--- src/rtl/enytank_spawn_ctrl.sv ---
`default_nettype none
// ============================================================================
// enytank_spawn_ctrl - enemy-tank respawn FSMs with capped round-robin grants;
// macro SPAWN_TIMEOUT_EN adds a spawn-ack timeout with spawn_err.   Rev 1.0
// ============================================================================
module enytank_spawn_ctrl #(
  parameter int N_TANK        = 4,
  parameter int RESPAWN_TICKS = 8,
  parameter int MAX_ALIVE     = 3,
  parameter int SPAWN_TIMEOUT = 4
) (
  input  logic                        clk,
  input  logic                        rst_n,
  input  logic                        tick,
  input  logic                        game_en,
  input  logic [N_TANK-1:0]           tank_state,
  output logic [N_TANK-1:0]           tank_en,
  output logic [$clog2(N_TANK+1)-1:0] alive_cnt,
  output logic                        spawn_err
);

  localparam int                 CNT_W        = $clog2(N_TANK + 1);
  localparam int                 IDX_W        = (N_TANK > 1) ? $clog2(N_TANK) : 1;
  localparam logic [7:0]         RESPAWN_LOAD = 8'(RESPAWN_TICKS);
  localparam logic [CNT_W-1:0]   MAX_ALIVE_C  = CNT_W'(MAX_ALIVE);
  localparam logic [IDX_W-1:0]   PTR_RST      = IDX_W'(N_TANK - 1);

  typedef enum logic [1:0] {
    ST_WAIT     = 2'd0,
    ST_READY    = 2'd1,
    ST_SPAWNING = 2'd2,
    ST_ALIVE    = 2'd3
  } chan_state_e;

  chan_state_e       state_q [N_TANK];
  chan_state_e       state_d [N_TANK];
  logic [7:0]        cnt_q   [N_TANK];
  logic [7:0]        cnt_d   [N_TANK];
  logic [IDX_W-1:0]  rr_q, rr_d;
  logic [IDX_W-1:0]  scan_idx;
  logic [N_TANK-1:0] tank_en_q, tank_en_d;
  logic [CNT_W-1:0]  alive_cnt_q, alive_cnt_d;
  logic [N_TANK-1:0] grant;
  logic              grant_ok;

`ifdef SPAWN_TIMEOUT_EN
  localparam logic [7:0] TIMEOUT_LAST = 8'(SPAWN_TIMEOUT - 1);
  logic [7:0] to_q [N_TANK];
  logic [7:0] to_d [N_TANK];
  logic       spawn_err_q, spawn_err_d;
`endif

  // Uses the registered alive count, so a same-cycle death frees no slot yet.
  always_comb begin
    grant    = '0;
    rr_d     = rr_q;
    scan_idx = '0;
    grant_ok = tick && game_en && (alive_cnt_q < MAX_ALIVE_C);
    for (int k = 1; k <= N_TANK; k++) begin
      scan_idx = IDX_W'((int'(rr_q) + k) % N_TANK);
      if (grant_ok && (grant == '0) && (state_q[scan_idx] == ST_READY) &&
          !tank_state[scan_idx]) begin
        grant[scan_idx] = 1'b1;
        rr_d            = scan_idx;
      end
    end
  end

  always_comb begin
    tank_en_d   = '0;
    alive_cnt_d = '0;
`ifdef SPAWN_TIMEOUT_EN
    spawn_err_d = 1'b0;
`endif
    for (int i = 0; i < N_TANK; i++) begin
      state_d[i] = state_q[i];
      cnt_d[i]   = cnt_q[i];
`ifdef SPAWN_TIMEOUT_EN
      to_d[i]    = to_q[i];
`endif
      case (state_q[i])
        ST_WAIT: begin
          if (tank_state[i]) begin
            state_d[i] = ST_ALIVE;
          end else if (tick && game_en) begin
            if (cnt_q[i] > 8'd1) begin
              cnt_d[i] = cnt_q[i] - 8'd1;
            end else begin
              state_d[i] = ST_READY;
              cnt_d[i]   = '0;
            end
          end
        end
        ST_READY: begin
          if (tank_state[i]) begin
            state_d[i] = ST_ALIVE;
          end else if (grant[i]) begin
            state_d[i] = ST_SPAWNING;
`ifdef SPAWN_TIMEOUT_EN
            to_d[i]    = '0;
`endif
          end
        end
        ST_SPAWNING: begin
          if (tank_state[i]) begin
            state_d[i] = ST_ALIVE;
          end else if (!game_en) begin
            state_d[i] = ST_READY;
          end
`ifdef SPAWN_TIMEOUT_EN
          else if (tick) begin
            if (to_q[i] >= TIMEOUT_LAST) begin
              state_d[i]  = ST_WAIT;
              cnt_d[i]    = RESPAWN_LOAD;
              spawn_err_d = 1'b1;
            end else begin
              to_d[i] = to_q[i] + 8'd1;
            end
          end
`endif
        end
        ST_ALIVE: begin
          if (!tank_state[i]) begin
            state_d[i] = ST_WAIT;
            cnt_d[i]   = RESPAWN_LOAD;
          end
        end
        default: state_d[i] = ST_READY;
      endcase
      // Outputs follow the next state so they line up with the state flops.
      tank_en_d[i] = (state_d[i] == ST_SPAWNING);
      if ((state_d[i] == ST_SPAWNING) || (state_d[i] == ST_ALIVE)) begin
        alive_cnt_d = alive_cnt_d + CNT_W'(1);
      end
    end
  end

  always_ff @(posedge clk or negedge rst_n) begin
    if (!rst_n) begin
      for (int i = 0; i < N_TANK; i++) begin
        state_q[i] <= ST_READY;
        cnt_q[i]   <= '0;
`ifdef SPAWN_TIMEOUT_EN
        to_q[i]    <= '0;
`endif
      end
      rr_q        <= PTR_RST;
      tank_en_q   <= '0;
      alive_cnt_q <= '0;
`ifdef SPAWN_TIMEOUT_EN
      spawn_err_q <= 1'b0;
`endif
    end else begin
      for (int i = 0; i < N_TANK; i++) begin
        state_q[i] <= state_d[i];
        cnt_q[i]   <= cnt_d[i];
`ifdef SPAWN_TIMEOUT_EN
        to_q[i]    <= to_d[i];
`endif
      end
      rr_q        <= rr_d;
      tank_en_q   <= tank_en_d;
      alive_cnt_q <= alive_cnt_d;
`ifdef SPAWN_TIMEOUT_EN
      spawn_err_q <= spawn_err_d;
`endif
    end
  end

  assign tank_en   = tank_en_q;
  assign alive_cnt = alive_cnt_q;

`ifdef SPAWN_TIMEOUT_EN
  assign spawn_err = spawn_err_q;
`else
  logic unused_timeout;
  assign unused_timeout = (SPAWN_TIMEOUT != 0);
  assign spawn_err      = 1'b0;
`endif

endmodule
`default_nettype wire

--- config.mk ---
export PLATFORM = sky130hd
export DESIGN_NAME = enytank_spawn_ctrl
export DESIGN_NICKNAME = d
export VERILOG_FILES = /design/src/rtl/enytank_spawn_ctrl.sv
export SDC_FILE = /design/constraint.sdc
export NUM_CORES = 1
export LEC_CHECK = 0
export ABC_AREA = 0
export CAP_MARGIN = 10
export CORE_MARGIN = 4
export CORE_UTILIZATION = 60
export DETAILED_ROUTE_END_ITERATION = 12
export GPL_TIMING_DRIVEN = 0
export HOLD_SLACK_MARGIN = 0.05
export PLACE_DENSITY = 0.76
export SYNTH_ARGS = -nofsm -noshare
export SYNTH_HDL_FRONTEND = slang
export SYNTH_SLANG_ARGS = --single-unit
--- constraint.sdc ---
create_clock -name clk -period 6.3 [get_ports clk]
set_input_delay 1.26 -clock clk [delete_from_list [all_inputs] [get_ports clk]]
set_output_delay 1.26 -clock clk [all_outputs]
set_load 0.005 [all_outputs]
; ---- Word level (Yosys, flattened, before mapping)
; Cells that the tools add are included.
[totals]
register_bits = 49
in_bits = 8
output_inout_bits = 8
wordCells = 219
[op_classes]
addsub = 11
order_cmp = 17
n_eq_ne = 36
mux = 96
n_bitwise = 7
reduce_logical = 41
[ops]
columns = cell, n
row1 = 2-to-1 mux 8 bit, 16
row2 = 2-to-1 mux 2 bit, 44
row3 = case mux 8 bit (2 select lines), 4
row4 = "equality test 2 bit, second input constant", 16
row5 = "> comparator 8 x 1 -> 1 bit, second input constant", 4
row6 = case mux 2 bit (4 select lines), 4
row7 = "subtractor 8 x 1 -> 8 bit, second input constant", 4
row8 = "!= test 2 bit, second input constant", 12
row9 = logical AND 1 bit, 17
row10 = binary-select mux 2 bit (select 2 bit), 4
row11 = "equality test 2 x 1 -> 1 bit, second input constant", 8
row12 = 2-to-1 mux 4 bit, 4
row13 = AND reduction 4 bit, 4
row14 = "greater-or-equal comparator 3 bit, second input constant", 4
row15 = logical NOT 4 bit, 3
row16 = "less-than comparator 2 x 3 -> 1 bit, second input constant", 4
row17 = NOT 2 -> 3 bit, 4
row18 = bitwise OR 4 bit, 3
row19 = "adder 3 x 1 -> 3 bit, second input constant", 3
row20 = 2-to-1 mux 1 bit, 9
row21 = 2-to-1 mux 3 bit, 3
row22 = binary-select mux 1 bit (select 2 bit), 4
row23 = demux 1 bit (select 2 bit), 4
row24 = "greater-or-equal comparator 2 x 1 -> 1 bit, second input constant", 4
row25 = other kinds (8), 22

; ---- Longest topological paths before layout
[logic_depth]
ltp_word = 36
mapped_depth = 19
mapped_depth_nobuf = 19

; ---- Worst setup path before layout
; Ideal clock, no wire load.
[synth_path]
path_type = input port to flip-flop
start = input port tank_state[3]
end = register alive_cnt_q[1] (netlist: alive_cnt[1])
setup_time_ns = 0.125
arrival_time_ns = 5.050
required_time_ns = 6.175
slack_ns = 1.126
cell_stages = 17
path_buffers = 2
cell_sequence = clkbuf_2 -> or4b_1 -> buf_2 -> a211o_2 -> a21o_1 -> a32o_1 -> a21oi_2 -> a41oi_1 -> o22ai_1 -> nor2_1 -> ha_1 -> nor2_1 -> mux2_2 -> a31o_2 -> a311oi_2 -> ha_1 -> mux2_2
[synth_between]
elab_chain_len = 32
word_cells_on_any_way = 66
cone_classes = add/sub (3) / eq/ne (8) / mux (31) / bitwise (3) / reduce/logical (21)
[synth_rtl]
columns = element, line_no
row1 = "start, declared", 16  ; input logic [N_TANK-1:0] tank_state,
row2 = binary-select mux 1 bit (select 2 bit), 62  ; !tank_state[scan_idx]) begin
row3 = 2-to-1 mux 1 bit (not written as such), 62
row4 = logical NOT 1 bit, 62
row5 = logical AND 1 bit, 61  ; if (grant_ok && (grant == '0) && (state_q[scan_idx] == ST_READY) &&
row6 = 2-to-1 mux 4 bit, 61
row7 = logical NOT 4 bit, 61
row8 = logical AND 1 bit (3 in series), 61
row9 = 2-to-1 mux 4 bit, 61
row10 = (+15 left out), --
row11 = 2-to-1 mux 1 bit, 132  ; if ((state_d[i] == ST_SPAWNING) || (state_d[i] == ST_ALIVE)) begin
row12 = adder 3 x 1 -> 3 bit, 133  ; alive_cnt_d = alive_cnt_d + CNT_W'(1);
row13 = 2-to-1 mux 3 bit, 132
row14 = adder 3 x 1 -> 3 bit, 133
row15 = 2-to-1 mux 3 bit, 132
row16 = adder 3 x 1 -> 3 bit, 133
row17 = 2-to-1 mux 3 bit (*), 132
row18 = via alive_cnt_d[1], 42  ; logic [CNT_W-1:0] alive_cnt_q, alive_cnt_d;
row19 = "end signal, assigned", 163  ; alive_cnt_q <= alive_cnt_d;
row20 = "end, declared", 42
; Mark *: on every way through the listed nets, which the timed path passes. The rest lies on a longest branch. The select of a mux whose other input is x is not followed.
; A chain may end at the register's enable or synchronous reset.

; ---- Final worst setup path
[layout_path]
start = input port tank_state[0]
end = register alive_cnt_q[1] (netlist: alive_cnt[1])
; The elaborated chain is that of the path after synthesis.

==> impl_metrics.ini <==
[grt]
grt_pass1_wl_mm = 13.2
grt.total_usage = 0.226
antenna_found_initial = 0
grt_pass1_vias = 2851
grt_max_degree = 43
grt_overflow = 0

[worst_setup_path]
crit_fanout = 7
required_ns = 6.49
critPathKind = input port to flop
crit_chain = clkdlybuf4s50_1 -> nor4bb_1 -> o211ai_2 -> a21o_1 -> a32o_1 -> a21oi_2 -> a41oi_1 -> o22ai_1 -> nor2_1 -> ha_1 -> nor2_1 -> mux2_2 -> a31o_2 -> a311oi_2 -> ha_1 -> mux2_2
crit_slowest_cell = nor4bb_1
cp_num_buf_inv = 1
path_delay_family = compound AO/OA/AOI/OAI gates
startpoint_type = input port
max_stage_delay_ns = 0.95
cp_data_arrival_time_ns = 6.24
end_kind = flop

[synth]
synth_edf_count = 0
synth_nets = 422
synth_warnings = 0
syn_avg_cell_area_sq_um = 8.78
synth.most_common_cell = dfrtp_1
synthMuxAreaShare = 0.0255
synthAdderAreaFrac = 0.0648
synth_compound_area_frac = 0.217
synth_xor_area_frac = 0.0479
ys_seq_elements = 49
synthTopCellsByCount = dfrtp_1, nand2_1, nor2_1
synth_flop_cell = dfrtp_1
synth_area_sq_mm = 0.00348
synthSimpleGateAreaFrac = 0.249
yosys.area.top_type = dfrtp_1
synthArstFlopShare = 1.00
synth_top_area_share = 0.309
seq_area_frac_synth = 0.355
synth_area_leaders = dfrtp_1, ha_1, dfstp_2, nand2_1, nor2_1
postSynthCellCount = 396
synth.distinct_cells = 73
synth_top_family_by_area = simple AND/OR/NAND/NOR gates

[power_and_ir_drop]
p_sw_mw = 0.486
power_frac_clock = 0.196
p_leak_nw = 1.60
power.internal_mw = 0.722
total_power_mw = 1.21
seq_power_share = 0.384
combPwrFrac = 0.420
p_sw_frac = 0.403
vdd_drop_max_mv = 0.224
p_per_area_mw_per_mm2 = 315

[timing]
period_needed_ns = 6.05
relSlewSlack = 0.250
timing.final.crit_share = 0.960
tightest_slew_ns = 1.11
rsz0062_at_grt = false
finalHoldViolCount = 0
hold_ws_ns = 0.495
tns_ns = 0
finClkSkew_ns = 0.0119
fmax_mhz = 165
finalMaxSlewViolations = 0
setup_violations = 0
fin_ws_ns = 0.253

[clock_network]
worstSkewPairLatency_ns = 0.32
cts.sinks = 49
cts_tree = yes
cts.clk_slew.worst_paths_ns = 0.09
cts_root_buffer = clkbuf_8
htreeDepth = 2
cts.hold.buffers_added = 0
numCtsBuffers = 5
clock_path_buffers = 2

[placement]
placed_area_sq_mm = 0.00371
place_inst = 482
port_buffers = 13
dp_hpwl_mm = 5.75
gp_congestion = 0.918
place_ws_ns = 0.0430

[die]
start_util = 0.624
core-area_sq_mm = 0.00557
die_x_microns = 84.1
die_height_microns = 84.1
row_count = 27
dieArea_sq_mm = 0.00708
boundaryPins = 16

[detailed_routing]
drtIter0Drc = 263
vias = 2989
avgRoutedWirePerCell_microns = 15.6
routed_via_density = 6.10
first_pass_iters = 5
wirelength_mm = 7.63
drc_errors = 0
final_antenna_net_count = 0

[finish]
layout.nets = 443
area_growth_pct = 10.3
diodes = 0
layout.core_utilization = 0.688
layout-drive-gt1-share = 0.112
final_area_sq_mm = 0.00383
fin_cells = 490

[job]
drv_cap = 0

[status]
status = complete, no violations

[hold_path]
hp-class = flop to flop
==> state kept, by name, indices dropped and copies added, names as in the netlist <==
name,flops
alive_cnt,3
cnt_q,32
rr_q,2
state_q,8
tank_en,4
==> cells in the final DEF (no fill, tap or decap), types with 3 or more instances in the layout <==
cell type / instances
a32o_1: 4
nor4_1: 6
nor3b_1: 4
a21o_1: 6
buf_2: 3
and3_1: 4
a311o_1: 3
o21ai_0: 24
o31a_1: 3
o31ai_1: 3
nand3_1: 5
inv_1: 21
xor2_1: 9
a21oi_1: 22
clkdlybuf4s50_1: 12
mux2_2: 3
xnor2_1: 10
clkbuf_8: 5
nor2_1: 37
or3_1: 14
nor3_1: 22
dfrtp_1: 43
nand2_1: 37
or2_1: 4
clkbuf_1: 7
o22ai_1: 6
or4_1: 3
a31oi_1: 4
and2_1: 3
nor2b_1: 5
ha_1: 18
dfstp_2: 6
o21ai_2: 3
==> final timing paths <==
| kind | start | to | slack (ns) | depth (start not counted) |
|---|---|---|---|---|
| max reg2reg | rr_q[0]$_DFFE_PN1P_ | alive_cnt[1]$_DFF_PN0_ | 0.96 | 15 |
| min reg2reg | cnt_q[23]$_DFFE_PN0P_ | cnt_q[23]$_DFFE_PN0P_ | 0.50 | 1 |
| min in group asynchronous | rst_n | cnt_q[8]$_DFFE_PN0P_ | 0.77 | 1 |
| max in group asynchronous | rst_n | state_q[4]$_DFF_PN1_ | 4.98 | 2 |
| min | cnt_q[23]$_DFFE_PN0P_ | cnt_q[23]$_DFFE_PN0P_ | 0.50 | 1 |
| max | tank_state[0] | alive_cnt[1]$_DFF_PN0_ | 0.25 | 16 |
==> cells by family after synthesis <==
family,after synthesis
simple gates,163
compound gates,107
flops,49
buf+inv,33
xor+xnor,19
fa+ha+maj,18
mux,6
other cells,1
==> layer usage <==
layer  track usage  wire [microns]  vias to the layer above
li1              -               -                     1485
met1         0.325            3710                     1409
met2         0.344            3460                       83
met3        0.0474             353                       12
met4        0.0687             112                        0
met5             0               0                        -
==> power by group through the flow <==
| stage | Clock, mW | Combinational [mW] | Sequential, mW |
|---|---|---|---|
| floorplan | 0 | 0.382 | 0.450 |
| global placement | 0 | 0.488 | 0.464 |
| detailed placement | 0 | 0.498 | 0.468 |
| CTS | 0.241 | 0.502 | 0.462 |
| global route | 0.257 | 0.570 | 0.476 |
| finish | 0.237 | 0.507 | 0.464 |
==> repair_timing <==
action	CTS	global route
gates resized for setup	0	1
setup buffers	0	0
endpoints found under the setup margin	0	2
==> cell type report <==
type / instances / area (sq um)
multi-input cells: 314 / 2110
fillers: 464 / 1740
flip-flops and latches: 49 / 1230
repair buffers: 14 / 145
well taps: 72 / 90.1
inverters: 21 / 78.8
clock buffers: 5 / 68.8
plain buffers: 12 / 60.1
clock inverters: 3 / 48.8
Power figures use the tool's default switching activity.
